$ cat config.mk
export PLATFORM = sky130hd
export DESIGN_NAME = uart_program_loader
export DESIGN_NICKNAME = d
export VERILOG_FILES = /design/src/rtl/uart_program_loader.sv
export SDC_FILE = /design/constraint.sdc
export NUM_CORES = 1
export LEC_CHECK = 0
export BUFFER_PORTS_ARGS = -buffer_cell sky130_fd_sc_hd__buf_2
export CORE_ASPECT_RATIO = 1.4
export CORE_MARGIN = 1.5
export CORE_UTILIZATION = 46
export CTS_CLUSTER_DIAMETER = 30
export DETAILED_ROUTE_END_ITERATION = 12
export PLACE_DENSITY = 0.69
export RECOVER_POWER = 100
export SKIP_LAST_GASP = 1
export SLEW_MARGIN = 5
export SYNTH_ARGS = -nofsm -noshare
export SYNTH_HDL_FRONTEND = slang
export SYNTH_SLANG_ARGS = --single-unit
$ cat constraint.sdc
create_clock -name clk -period 4 [get_ports clk]
set_input_delay 0.4 -clock clk [delete_from_list [all_inputs] [get_ports clk]]
set_output_delay 0.4 -clock clk [all_outputs]
set_load 0.05 [all_outputs]
$ cat src/rtl/uart_program_loader.sv
// UART program loader: receives a framed word image over 8N1 serial and writes it into
// instruction/data RAM from address 0, holding busy high while a frame is in progress.
module uart_program_loader #(
  parameter int unsigned CLKS_PER_BIT = 434,
  parameter int unsigned MAX_WORDS    = 256,
  parameter int unsigned TIMEOUT_CLKS = 500000
) (
  input  logic        clk,
  input  logic        rst,
  input  logic        rx,
  output logic [15:0] mem_addr,
  output logic [15:0] mem_data,
  output logic        mem_wren,
  output logic        busy,
  output logic        done,
  output logic        err,
  output logic [15:0] words
);

  localparam int CW = (CLKS_PER_BIT > 2) ? $clog2(CLKS_PER_BIT) : 1;
  localparam int TW = $clog2(TIMEOUT_CLKS + 1);
  localparam logic [CW-1:0] HALF_M1 = CW'(CLKS_PER_BIT / 2 - 1);
  localparam logic [CW-1:0] BIT_M1  = CW'(CLKS_PER_BIT - 1);
  localparam logic [TW-1:0] TO_M1   = TW'(TIMEOUT_CLKS - 1);
  localparam logic [31:0]   MAXW    = MAX_WORDS;

  localparam logic [1:0] R_IDLE  = 2'd0;
  localparam logic [1:0] R_START = 2'd1;
  localparam logic [1:0] R_DATA  = 2'd2;
  localparam logic [1:0] R_STOP  = 2'd3;

  localparam logic [2:0] L_IDLE  = 3'd0;
  localparam logic [2:0] L_CNT_H = 3'd1;
  localparam logic [2:0] L_CNT_L = 3'd2;
  localparam logic [2:0] L_DAT_H = 3'd3;
  localparam logic [2:0] L_DAT_L = 3'd4;
  localparam logic [2:0] L_CHK   = 3'd5;
  localparam logic [2:0] L_DONE  = 3'd6;
  localparam logic [2:0] L_ERR   = 3'd7;

  logic          s1_q, s2_q;
  logic [1:0]    rs_q, rs_d;
  logic [CW-1:0] cnt_q, cnt_d;
  logic [2:0]    bit_q, bit_d;
  logic [7:0]    sh_q, sh_d;
  logic          bv_q, bv_d;
  logic          fe_q, fe_d;
  logic          start_det;

  logic [2:0]    ls_q, ls_d;
  logic [15:0]   n_q, n_d;
  logic [7:0]    cnth_q, cnth_d;
  logic [7:0]    hi_q, hi_d;
  logic [7:0]    chk_q, chk_d;
  logic [15:0]   words_q, words_d;
  logic [15:0]   addr_q, addr_d;
  logic [15:0]   data_q, data_d;
  logic          wren_q, wren_d;
  logic          done_q, done_d;
  logic          err_q, err_d;
  logic [TW-1:0] gap_q, gap_d;
  logic          gap_st, tmo;
  logic [15:0]   n_full, words_inc;

  assign start_det = (rs_q == R_IDLE) && !s2_q;

  // Receiver: start re-checked at half a bit, then every sample lands mid-bit
  always_comb begin
    rs_d  = rs_q;
    cnt_d = cnt_q;
    bit_d = bit_q;
    sh_d  = sh_q;
    bv_d  = 1'b0;
    fe_d  = 1'b0;
    case (rs_q)
      R_IDLE: begin
        if (!s2_q) begin
          rs_d  = R_START;
          cnt_d = '0;
          bit_d = '0;
        end
      end
      R_START: begin
        if (cnt_q == HALF_M1) begin
          cnt_d = '0;
          rs_d  = s2_q ? R_IDLE : R_DATA;
        end else begin
          cnt_d = cnt_q + 1'b1;
        end
      end
      R_DATA: begin
        if (cnt_q == BIT_M1) begin
          cnt_d = '0;
          sh_d  = {s2_q, sh_q[7:1]};
          bit_d = bit_q + 3'd1;
          if (bit_q == 3'd7) rs_d = R_STOP;
        end else begin
          cnt_d = cnt_q + 1'b1;
        end
      end
      default: begin
        if (cnt_q == BIT_M1) begin
          cnt_d = '0;
          rs_d  = R_IDLE;
          bv_d  = s2_q;
          fe_d  = !s2_q;
        end else begin
          cnt_d = cnt_q + 1'b1;
        end
      end
    endcase
  end

  assign busy      = (ls_q != L_IDLE) && (ls_q != L_DONE) && (ls_q != L_ERR);
  assign gap_st    = busy && (ls_q != L_CNT_H);
  assign tmo       = gap_st && (rs_q == R_IDLE) && !start_det && (gap_q == TO_M1);
  assign n_full    = {cnth_q, sh_q};
  assign words_inc = words_q + 16'd1;

  always_comb begin
    ls_d    = ls_q;
    n_d     = n_q;
    cnth_d  = cnth_q;
    hi_d    = hi_q;
    chk_d   = chk_q;
    words_d = words_q;
    addr_d  = addr_q;
    data_d  = data_q;
    wren_d  = 1'b0;
    done_d  = done_q;
    err_d   = err_q;
    gap_d   = gap_q;

    if (start_det || !gap_st) gap_d = '0;
    else if (rs_q == R_IDLE)  gap_d = gap_q + 1'b1;

    if (!busy) begin
      if (start_det) begin
        ls_d    = L_CNT_H;
        done_d  = 1'b0;
        err_d   = 1'b0;
        words_d = '0;
        chk_d   = '0;
        addr_d  = '0;
      end
    end else if (fe_q || tmo) begin
      ls_d  = L_ERR;
      err_d = 1'b1;
    end else if (bv_q) begin
      // The checksum byte is compared against the running value, never folded in
      if (ls_q != L_CHK) chk_d = chk_q ^ sh_q;
      case (ls_q)
        L_CNT_H: begin
          cnth_d = sh_q;
          ls_d   = L_CNT_L;
        end
        L_CNT_L: begin
          n_d = n_full;
          if ({16'd0, n_full} > MAXW) begin
            ls_d  = L_ERR;
            err_d = 1'b1;
          end else if (n_full == 16'd0) begin
            ls_d = L_CHK;
          end else begin
            ls_d = L_DAT_H;
          end
        end
        L_DAT_H: begin
          hi_d = sh_q;
          ls_d = L_DAT_L;
        end
        L_DAT_L: begin
          wren_d  = 1'b1;
          addr_d  = words_q;
          data_d  = {hi_q, sh_q};
          words_d = words_inc;
          ls_d    = (words_inc == n_q) ? L_CHK : L_DAT_H;
        end
        default: begin
          if (sh_q == chk_q) begin
            ls_d   = L_DONE;
            done_d = 1'b1;
          end else begin
            ls_d  = L_ERR;
            err_d = 1'b1;
          end
        end
      endcase
    end
  end

  always_ff @(posedge clk) begin
    if (!rst) begin
      s1_q    <= 1'b1;
      s2_q    <= 1'b1;
      rs_q    <= R_IDLE;
      cnt_q   <= '0;
      bit_q   <= '0;
      sh_q    <= '0;
      bv_q    <= 1'b0;
      fe_q    <= 1'b0;
      ls_q    <= L_IDLE;
      n_q     <= '0;
      cnth_q  <= '0;
      hi_q    <= '0;
      chk_q   <= '0;
      words_q <= '0;
      addr_q  <= '0;
      data_q  <= '0;
      wren_q  <= 1'b0;
      done_q  <= 1'b0;
      err_q   <= 1'b0;
      gap_q   <= '0;
    end else begin
      s1_q    <= rx;
      s2_q    <= s1_q;
      rs_q    <= rs_d;
      cnt_q   <= cnt_d;
      bit_q   <= bit_d;
      sh_q    <= sh_d;
      bv_q    <= bv_d;
      fe_q    <= fe_d;
      ls_q    <= ls_d;
      n_q     <= n_d;
      cnth_q  <= cnth_d;
      hi_q    <= hi_d;
      chk_q   <= chk_d;
      words_q <= words_d;
      addr_q  <= addr_d;
      data_q  <= data_d;
      wren_q  <= wren_d;
      done_q  <= done_d;
      err_q   <= err_d;
      gap_q   <= gap_d;
    end
  end

  assign mem_addr = addr_q;
  assign mem_data = data_q;
  assign mem_wren = wren_q;
  assign done     = done_q;
  assign err      = err_q;
  assign words    = words_q;

endmodule

After elaboration in Yosys (flattened, before gate mapping)
Index checks and enable logic that the tools add are counted.
{ "word_totals": {"elab_cells": 146, "n_memories": 0, "out_inout_bits": 52, "mem_bits_ro": 0, "latchBits": 0, "mem_bits_rw": 0, "in_bits": 3, "regBits": 139} }
{ "classes": {"n_mux": 50, "n_lt_le_gt_ge": 1, "multipliers": 0, "shifts": 0, "n_eq_ne": 30, "reduce_logical": 35, "addsub": 4, "div": 0, "bitwise": 6} }
{ "ops": {"columns": ["op", "count"], "rows": [
  ["$mux 16", 9],
  ["$mux 8", 5],
  ["$mux 3", 9],
  ["$mux 9", 3],
  ["$reduce_and 4->1", 6],
  ["$add 19x1->19 const B", 1],
  ["$eq 19x19->1 const B", 1],
  ["$pmux 9 s2", 1],
  ["$add 16x1->16 const B", 1],
  ["$eq 16x16->1", 1],
  ["$gt 16x9->1 const B", 1],
  ["$logic_not 16->1", 1],
  ["$reduce_and 5->1", 3],
  ["$mux 1", 13],
  ["$mux 2", 6],
  ["$ne 2x2->1 const B", 6],
  ["$pmux 3 s4", 1],
  ["$add 9x1->9 const B", 1],
  ["$eq 9x8->1 const B", 1],
  ["$eq 9x9->1 const B", 1],
  ["$ne 3x3->1 const B", 3],
  ["$eq 8x8->1", 1],
  ["$ne 2x1->1 const B", 4],
  ["$reduce_or 4->1", 2],
  ["other kinds (26)", 45]
]} }

Longest topological paths before layout
Gate-level depths: netlist of the first run.
{ "logic_depth": {"word_depth": 10, "depth_mapped": 11} }

Worst setup path after synthesis of the first run
OpenSTA, ideal clock, no wires.
{ "synth_path": {"path_type": "reg-to-reg", "startpoint": "reg words_q[0], in the netlist words[0]", "endpoint": "reg ls_q[2]", "period_less_slack_ps": 2764, "path_stages_with_launch": 10, "t_required_ps": 3926, "arrival_ps": 2690, "n_path_buf": 1, "slack_ps": 1236, "cell_sequence": "dfxtp_1 ha_1 nand3_1 clkbuf_1 nor4_1 xnor2_1 nand4_1 a2111oi_0 o21ai_0 o21ai_0"} }
{ "synth_between": {"elab_chain_len": 7} }
{ "synth_lines": {"columns": ["item", "line", "rtl"], "rows": [
  ["from (decl)", "55", "logic [15:0] words_q, words_d;"],
  ["from (signal assigned)", "228", "words_q <= words_d;"],
  ["$add 16x1->16", "118", "assign words_inc = words_q + 16'd1;"],
  ["$eq 16x16->1", "177", "ls_d = (words_inc == n_q) ? L_CHK : L_DAT_H;"],
  ["$mux 3", "177", null],
  ["$pmux 3 s4", "152", "case (ls_q)"],
  ["$mux 3", "149", "end else if (bv_q) begin"],
  ["$mux 3", "146", "end else if (fe_q || tmo) begin"],
  ["$mux 3", "137", "if (!busy) begin"],
  ["to (signal assigned)", "223", "ls_q <= ls_d;"],
  ["to (decl)", "50", "logic [2:0] ls_q, ls_d;"]
]} }
Every way passes these cells. The select of a mux whose other input is x is not followed.
A chain may end at the register's enable or synchronous reset.

Worst setup path after layout of the first run
{ "layout_path": {"startpoint": "reg gap_q[10]", "endpoint": "reg chk_q[1]"} }
{ "layout_between": {"elab_chain_len": 5} }
{ "layout_lines": {"columns": ["item", "line", "rtl"], "rows": [
  ["from (decl)", "61", "logic [TW-1:0] gap_q, gap_d;"],
  ["from (signal assigned)", "234", "gap_q <= gap_d;"],
  ["$eq 19x19->1", "116", "assign tmo = gap_st && (rs_q == R_IDLE) && !start_det && (gap_q == TO_M1);"],
  ["$logic_and 1x1->1", "116", null],
  ["$logic_or 1x1->1", "146", null],
  ["$ne 2x2->1 (no source line)", null, null],
  ["$reduce_and 4->1 (no source line)", null, null],
  ["to (signal assigned)", "227", "chk_q <= chk_d;"],
  ["to (decl)", "54", "logic [7:0] chk_q, chk_d;"]
]} }
Every way passes these cells.

==> flow_summary_export.csv, run 1 <==
group,metric,value,unit
status,run_status,"finished with violations",
status,violations,"capacitance limit, slew limit",
layout,antennaDiodeCount,0,
global_routing,antenna_found_initial,0,
synth,synth_seq_cells,139,
power,power.density,420,nW/um^2
sta,tns,0,ps
cts,cts_resized,0,
cts,clk_root_buffer_cell,"clkbuf_16",
global_routing,overflow,0,
floorplan,die_h,145,um
sta,fmax,302,MHz
cts,cts_buffers,17,
floorplan,die_x,104,um
synth,syn_avg_cell_area,8.76,um^2
synth,synthCells,755,
setup_path,r2r_cells,8,
setup_path,cp_max_fo,24,
sta,rsz0062_at_grt,"false",
layout,final_cell_mix,"dfxtp_1, nand2_1, clkbuf_1",
setup_path,setup.worst_path.start_class,"flop",
sta,fin_skew,5.46,ps
routing,antenna_left,0,
min_path,whs_path_depth,2,
sta,slew_viol_final,45,
floorplan,core-area,14000,um^2
routing,wl_per_cell,16.2,um
layout,regArea,2780,um^2
min_path,hold_start,"rx",
flow_run,cap_violations,1,
synth,synth_area,6620,um^2
synth,synth_edf_count,0,
layout,nets,790,
cts,ctsHoldBuffers,0,
min_path,min_path_type,"input port to flop",
floorplan,dieArea,15100,um^2
routing,drt_pass1_iterations,6,
cts,cts_tree,"yes",
routing,drc,0,
floorplan,ios,55,
layout,multi_input_area,3520,um^2
layout,area_delta_synth_final,12.4,%
sta,min_period_over_period,0.829,
setup_path,rr_endpoint,"chk_q[1]",
global_routing,gr-usage-all-layers,0.216,
floorplan,initial_core_util,0.473,
place,hpwl,10.6,mm
routing,finalWirelength,15.8,mm
cts,clk_pin_slew_worst_paths,60,ps
cts,cts_sinks,139,
sta,period_needed,3320,ps
synth,synth_nets,765,
place,dpl_cell_area,6930,um^2
floorplan,rows,51,
routing,via_per_inst,5.61,
power,peakVddDrop,0.308,mV
synth,synth_warnings,0,
setup_path,r2r_slack,680,ps
global_routing,grt_pass1_vias,5280,
layout,fill_cells,1289,
synth,ys_types,60,
setup_path,worstSetupPathType,"flop to flop",
setup_path,crit_required,4350,ps
power,leakage,2.71,nW
setup_path,reg2reg_from,"gap_q[10]",
cts,htreeDepth,4,
synth,async_reset_ff_frac,0,
global_routing,grt_pass1_wl,26.0,mm
global_routing,grt_max_degree,60,
sta,tightest_slew,1620,ps
sta,setup_violations,0,
synth,synthFlopType,"dfxtp_1",
layout,drive_gt1_frac,0.0518,
synth,ys_seq_area_frac,0.421,
cts,cts_setup_buffers,0,
place,gp_congestion,0.915,
layout,final_common_cell,"dfxtp_1",
setup_path,arrival,3670,ps
setup_path,cp-end-kind,"flop",
routing,num_vias,5475,
layout,fin_area,7440,um^2
routing,drtIter0Drc,322,
sta,hold_violations,0,
min_path,min_to,"s1_q",
cts,clock_latency,420,ps
cts,clock_path_buffers,2,
sta,slew_headroom,-0.0832,
place,place.port_buffers,54,
state kept, by name, summed over array words and instances, names as in the netlist, 8 cells and up:
signal    flops
mem_addr     16
n_q          16
cnt_q         9
hi_q          8
gap_q        19
words        16
chk_q         8
cnth_q        8
sh_q          8
mem_data     16
how the worst max path moves through the flow:
stage,startpoint,endpoint,slack (ps)
floorplan,words[0],ls_q[2],1240
global placement,words[0],ls_q[2],880
detailed placement,words[0],ls_q[2],900
CTS,words[0],ls_q[2],720
global route,gap_q[0],chk_q[2],370
finish,gap_q[10],chk_q[1],680
cell families after synthesis:
logic type               count (synthesis)  synth area share
AND/OR/NAND/NOR                        315             0.248
XOR/XNOR                                55            0.0728
AO/OA/AOI/OAI                          130             0.139
buffers and inverters                   68            0.0444
flip-flops                             139             0.421
multiplexers                            41            0.0620
adder cells (fa/ha/maj)                  7            0.0132
power by group:
group	total [mW]	internal [mW]	switching [mW]	leakage, nW
Clock	1.61	1.03	0.581	0.288
Combinational	0.115	0.0355	0.0797	1.30
Sequential	1.40	1.39	0.00890	1.12
Total	3.13	2.46	0.669	2.71
critical path: stages (launching register included):
cell and delay [ps]:
dfxtp_1 330, or4b_1 540, or4_4 560, o211ai_1 450, or2_1 170, buf_4 280, o211ai_1 460, o21ai_0 270
a32o_1 190
synth_stat cells, types with 2 or more instances:
library cell	count	share of area
a21o_1	2	0.0023
nor2_1	55	0.031
nand3_1	38	0.029
nand4_1	14	0.013
o211ai_2	2	0.0038
o211a_1	3	0.0045
nor3b_1	4	0.0045
o221a_1	3	0.0051
o311ai_0	3	0.0040
mux2i_1	41	0.062
and2_1	5	0.0047
and4b_1	9	0.014
o21a_1	4	0.0045
nor3_1	8	0.0061
inv_1	11	0.0062
or3_1	4	0.0038
o31ai_1	3	0.0034
nand4b_1	2	0.0026
a32o_1	9	0.014
buf_4	2	0.0023
buf_2	4	0.0030
xnor2_1	19	0.025
ha_1	7	0.013
nand2b_1	5	0.0047
a21boi_1	18	0.020
o211ai_1	2	0.0023
o21ai_0	32	0.024
buf_6	2	0.0034
a21boi_0	19	0.022
clkbuf_1	46	0.026
a2111oi_0	2	0.0026
nand2_1	89	0.051
and3_1	9	0.0085
a21oi_1	17	0.013
and4_1	3	0.0040
xor2_1	36	0.048
dfxtp_1	139	0.42
nor2b_1	49	0.046
buf_1	2	0.0011
nor4_1	11	0.010
o221a_2	3	0.0051
per-layer routing:
| layer | vias up | track usage | wire length, um |
|---|---|---|---|
| met3 | 41 | 0.0430 | 820 |
| li1 | 2678 | - | - |
| met5 | - | 0 | 0 |
| met4 | 0 | 0.110 | 516 |
| met2 | 176 | 0.392 | 8050 |
| met1 | 2580 | 0.240 | 6400 |
metrics by stage:
step / utilization / power, mW / hold slack (ps) / std cells / setup slack [ps]
after floorplan: - / 1.52 / 386 / 755 / 1240
after global placement: 0.496 / 1.54 / 390 / 946 / 881
after detailed placement: 0.496 / 1.54 / 396 / 946 / 903
after CTS: 0.539 / 3.16 / 144 / 976 / 721
after global routing: 0.532 / 3.23 / 148 / 976 / 370
final: 0.532 / 3.13 / 162 / 976 / 685
cell type report:
class	instances	share of cell area
Timing Repair Buffer	63	0.0345
Tap cell	185	0.0311
Inverter	11	0.00555
Multi-Input combinational cell	548	0.474
Clock inverter	12	0.0235
Sequential cell	139	0.374
Clock buffer	18	0.0577
No activity file was read; power rests on OpenSTA's default activity.
==> run 2: changes to the inputs <==
Settings changed: PLACE_DENSITY 0.69 to 0.71.
Clock period 4 ns to 3.01 ns, I/O delays scaled along.
==> run 2 against run 1 <==
Effect of this change: the run now ends clean; sequential cell count unchanged; via count down 0.82%; critical path depth unchanged; utilization up 1.1 points; die area unchanged; final cell count up 1.5%; sequential share of layout area down 0.78 points; clock skew up 5.9 ps; combinational power up 36%; power up 36%; register-to-register slack worse by 480 ps; fmax up 18%; critical endpoint is now chk_q[4]; largest cell class unchanged; largest power group unchanged.
==> flow_summary_export.csv, run 2 (synthesis results as in run 1) <==
group,metric,value,unit
status,run_status,"finished clean",
layout,final_util,0.544,
cts,clk_pin_slew_worst_paths,60,ps
layout,nets,803,
sta,setup_violations,0,
layout,multi_input_area,3540,um^2
setup_path,worstSetupPathType,"flop to flop",
setup_path,r2r_slack,210,ps
layout,final_cell_mix,"dfxtp_1, nand2_1, clkbuf_1",
setup_path,arrival,3160,ps
global_routing,gr-usage-all-layers,0.210,
routing,num_vias,5430,
global_routing,grt_max_degree,105,
global_routing,grt_pass1_vias,5153,
layout,fill_cells,1298,
sta,period_needed,2800,ps
cts,cts_tree,"yes",
routing,drtIter0Drc,405,
power,peakVddDrop,0.384,mV
place,place.port_buffers,54,
setup_path,critPathLaunch,"gap_q[10]",
sta,hold_violations,0,
power,leakage,2.82,nW
sta,fmax,357,MHz
cts,clk_root_buffer_cell,"clkbuf_16",
layout,finalNonFillerCells,991,
floorplan,core-area,14000,um^2
place,pre_cts_ws,302,ps
layout,largest_reg_flops,19,
power,switching_share,0.217,
layout,final_common_cell,"dfxtp_1",
power,seqPwrFrac,0.436,
sta,timing.hold.ws,61.5,ps
routing,wl_per_cell,15.5,um
cts,ctsHoldBuffers,0,
floorplan,dieArea,15100,um^2
power,power.density,560,nW/um^2
layout,antennaDiodeCount,0,
sta,fin_ws,207,ps
cts,cts_resized,0,
floorplan,die_h,145,um
floorplan,ios,55,
sta,tns,0,ps
place,dp_cells,959,
routing,via_per_inst,5.48,
cts,cts_buffers,17,
cts,clock_path_buffers,2,
layout,regArea,2780,um^2
routing,finalWirelength,15.3,mm
sta,min_period_over_period,0.931,
sta,tightest_slew,976,ps
setup_path,crit_required,3370,ps
setup_path,rr_endpoint,"chk_q[4]",
global_routing,antenna_found_initial,0,
cts,cts_sinks,139,
sta,rsz0062_at_grt,"false",
floorplan,rows,51,
flow_run,cap_violations,0,
setup_path,crit_end,"chk_q[4]",
global_routing,overflow,0,
power,switchingPower,924,uW
power,cell_internal_pwr,3.33,mW
sta,fin_skew,11.4,ps
sta,slew_headroom,0.342,
setup_path,setup.worst_path.start_class,"flop",
cts,clock_latency,420,ps
global_routing,grt_pass1_wl,25.6,mm
sta,slew_viol_final,0,
routing,antenna_left,0,
routing,drt_pass1_iterations,5,
setup_path,cp-end-kind,"flop",
floorplan,initial_core_util,0.473,
cts,cts_setup_buffers,0,
place,gp_congestion,0.894,
layout,regMostFlops,"gap_q",
place,hpwl,9.99,mm
routing,drc,0,
cts,htreeDepth,4,
setup_path,cp_max_fo,16,
layout,area_delta_synth_final,14.8,%
layout,drive_gt1_frac,0.0744,
floorplan,die_x,104,um
power,comb_power_share,0.037,
setup_path,reg2reg_from,"gap_q[10]",
setup_path,r2r_cells,8,
power,p_clk_frac,0.527,
min_path,min_path_type,"input port to flop",
==> run 2: through the flow <==
step / instance area (um^2) / total power, mW
global placement: 7040 / 2.05
global route: 7600 / 4.40
detailed placement: 7040 / 2.05
floorplan: 6620 / 2.02
CTS: 7680 / 4.30
finish: 7600 / 4.25
==> run 2: worst min path at each step <==
stage                     depth (start not counted)  startpoint   end  slack (ps)
after detailed placement                          1        s1_q  s2_q         400
after global placement                            1        s1_q  s2_q         390
final                                             2          rx  s1_q          60
after global routing                              2          rx  s1_q          70
after CTS                                         2          rx  s1_q          50
after floorplan                                   1        s1_q  s2_q         390
==> run 2: per-layer routing <==
| metal | vias up | track usage | routed length [um] | part of all wire |
|---|---|---|---|---|
| met5 | - | 0 | 0 | 0 |
| met1 | 2569 | 0.237 | 6400 | 0.42 |
| met3 | 26 | 0.0506 | 643 | 0.042 |
| met4 | 0 | 0.101 | 420 | 0.027 |
| met2 | 132 | 0.371 | 7870 | 0.51 |
| li1 | 2703 | - | - | - |
==> run 2: final cells by class <==
| type | count | area share |
|---|---|---|
| clock buffer | 19 | 0.0596 |
| tap | 185 | 0.0305 |
| sequential | 139 | 0.366 |
| multi-input combinational | 548 | 0.466 |
| clock inverter | 13 | 0.0249 |
| timing repair buffer | 76 | 0.0476 |
| inverter | 11 | 0.00543 |
==> run 2: power groups by stage <==
stage          combinational (mW)  sequential [mW]  clock (mW)
2_1_floorplan               0.127             1.89           0
3_3_place_gp                0.157             1.90           0
3_5_place_dp                0.157             1.90           0
4_1_cts                     0.158             1.86        2.28
5_1_grt                     0.168             1.86        2.38
6_report                    0.156             1.86        2.24
==> run 2: critical path, stage by stage, from the launching register on <==
cell and delay [ps]:
dfxtp_1 340, or4b_1 520, or4_4 570, o211ai_2 330
or2_1 190, buf_4 140, o211ai_2 250, o21ai_0 210
a32o_1 200
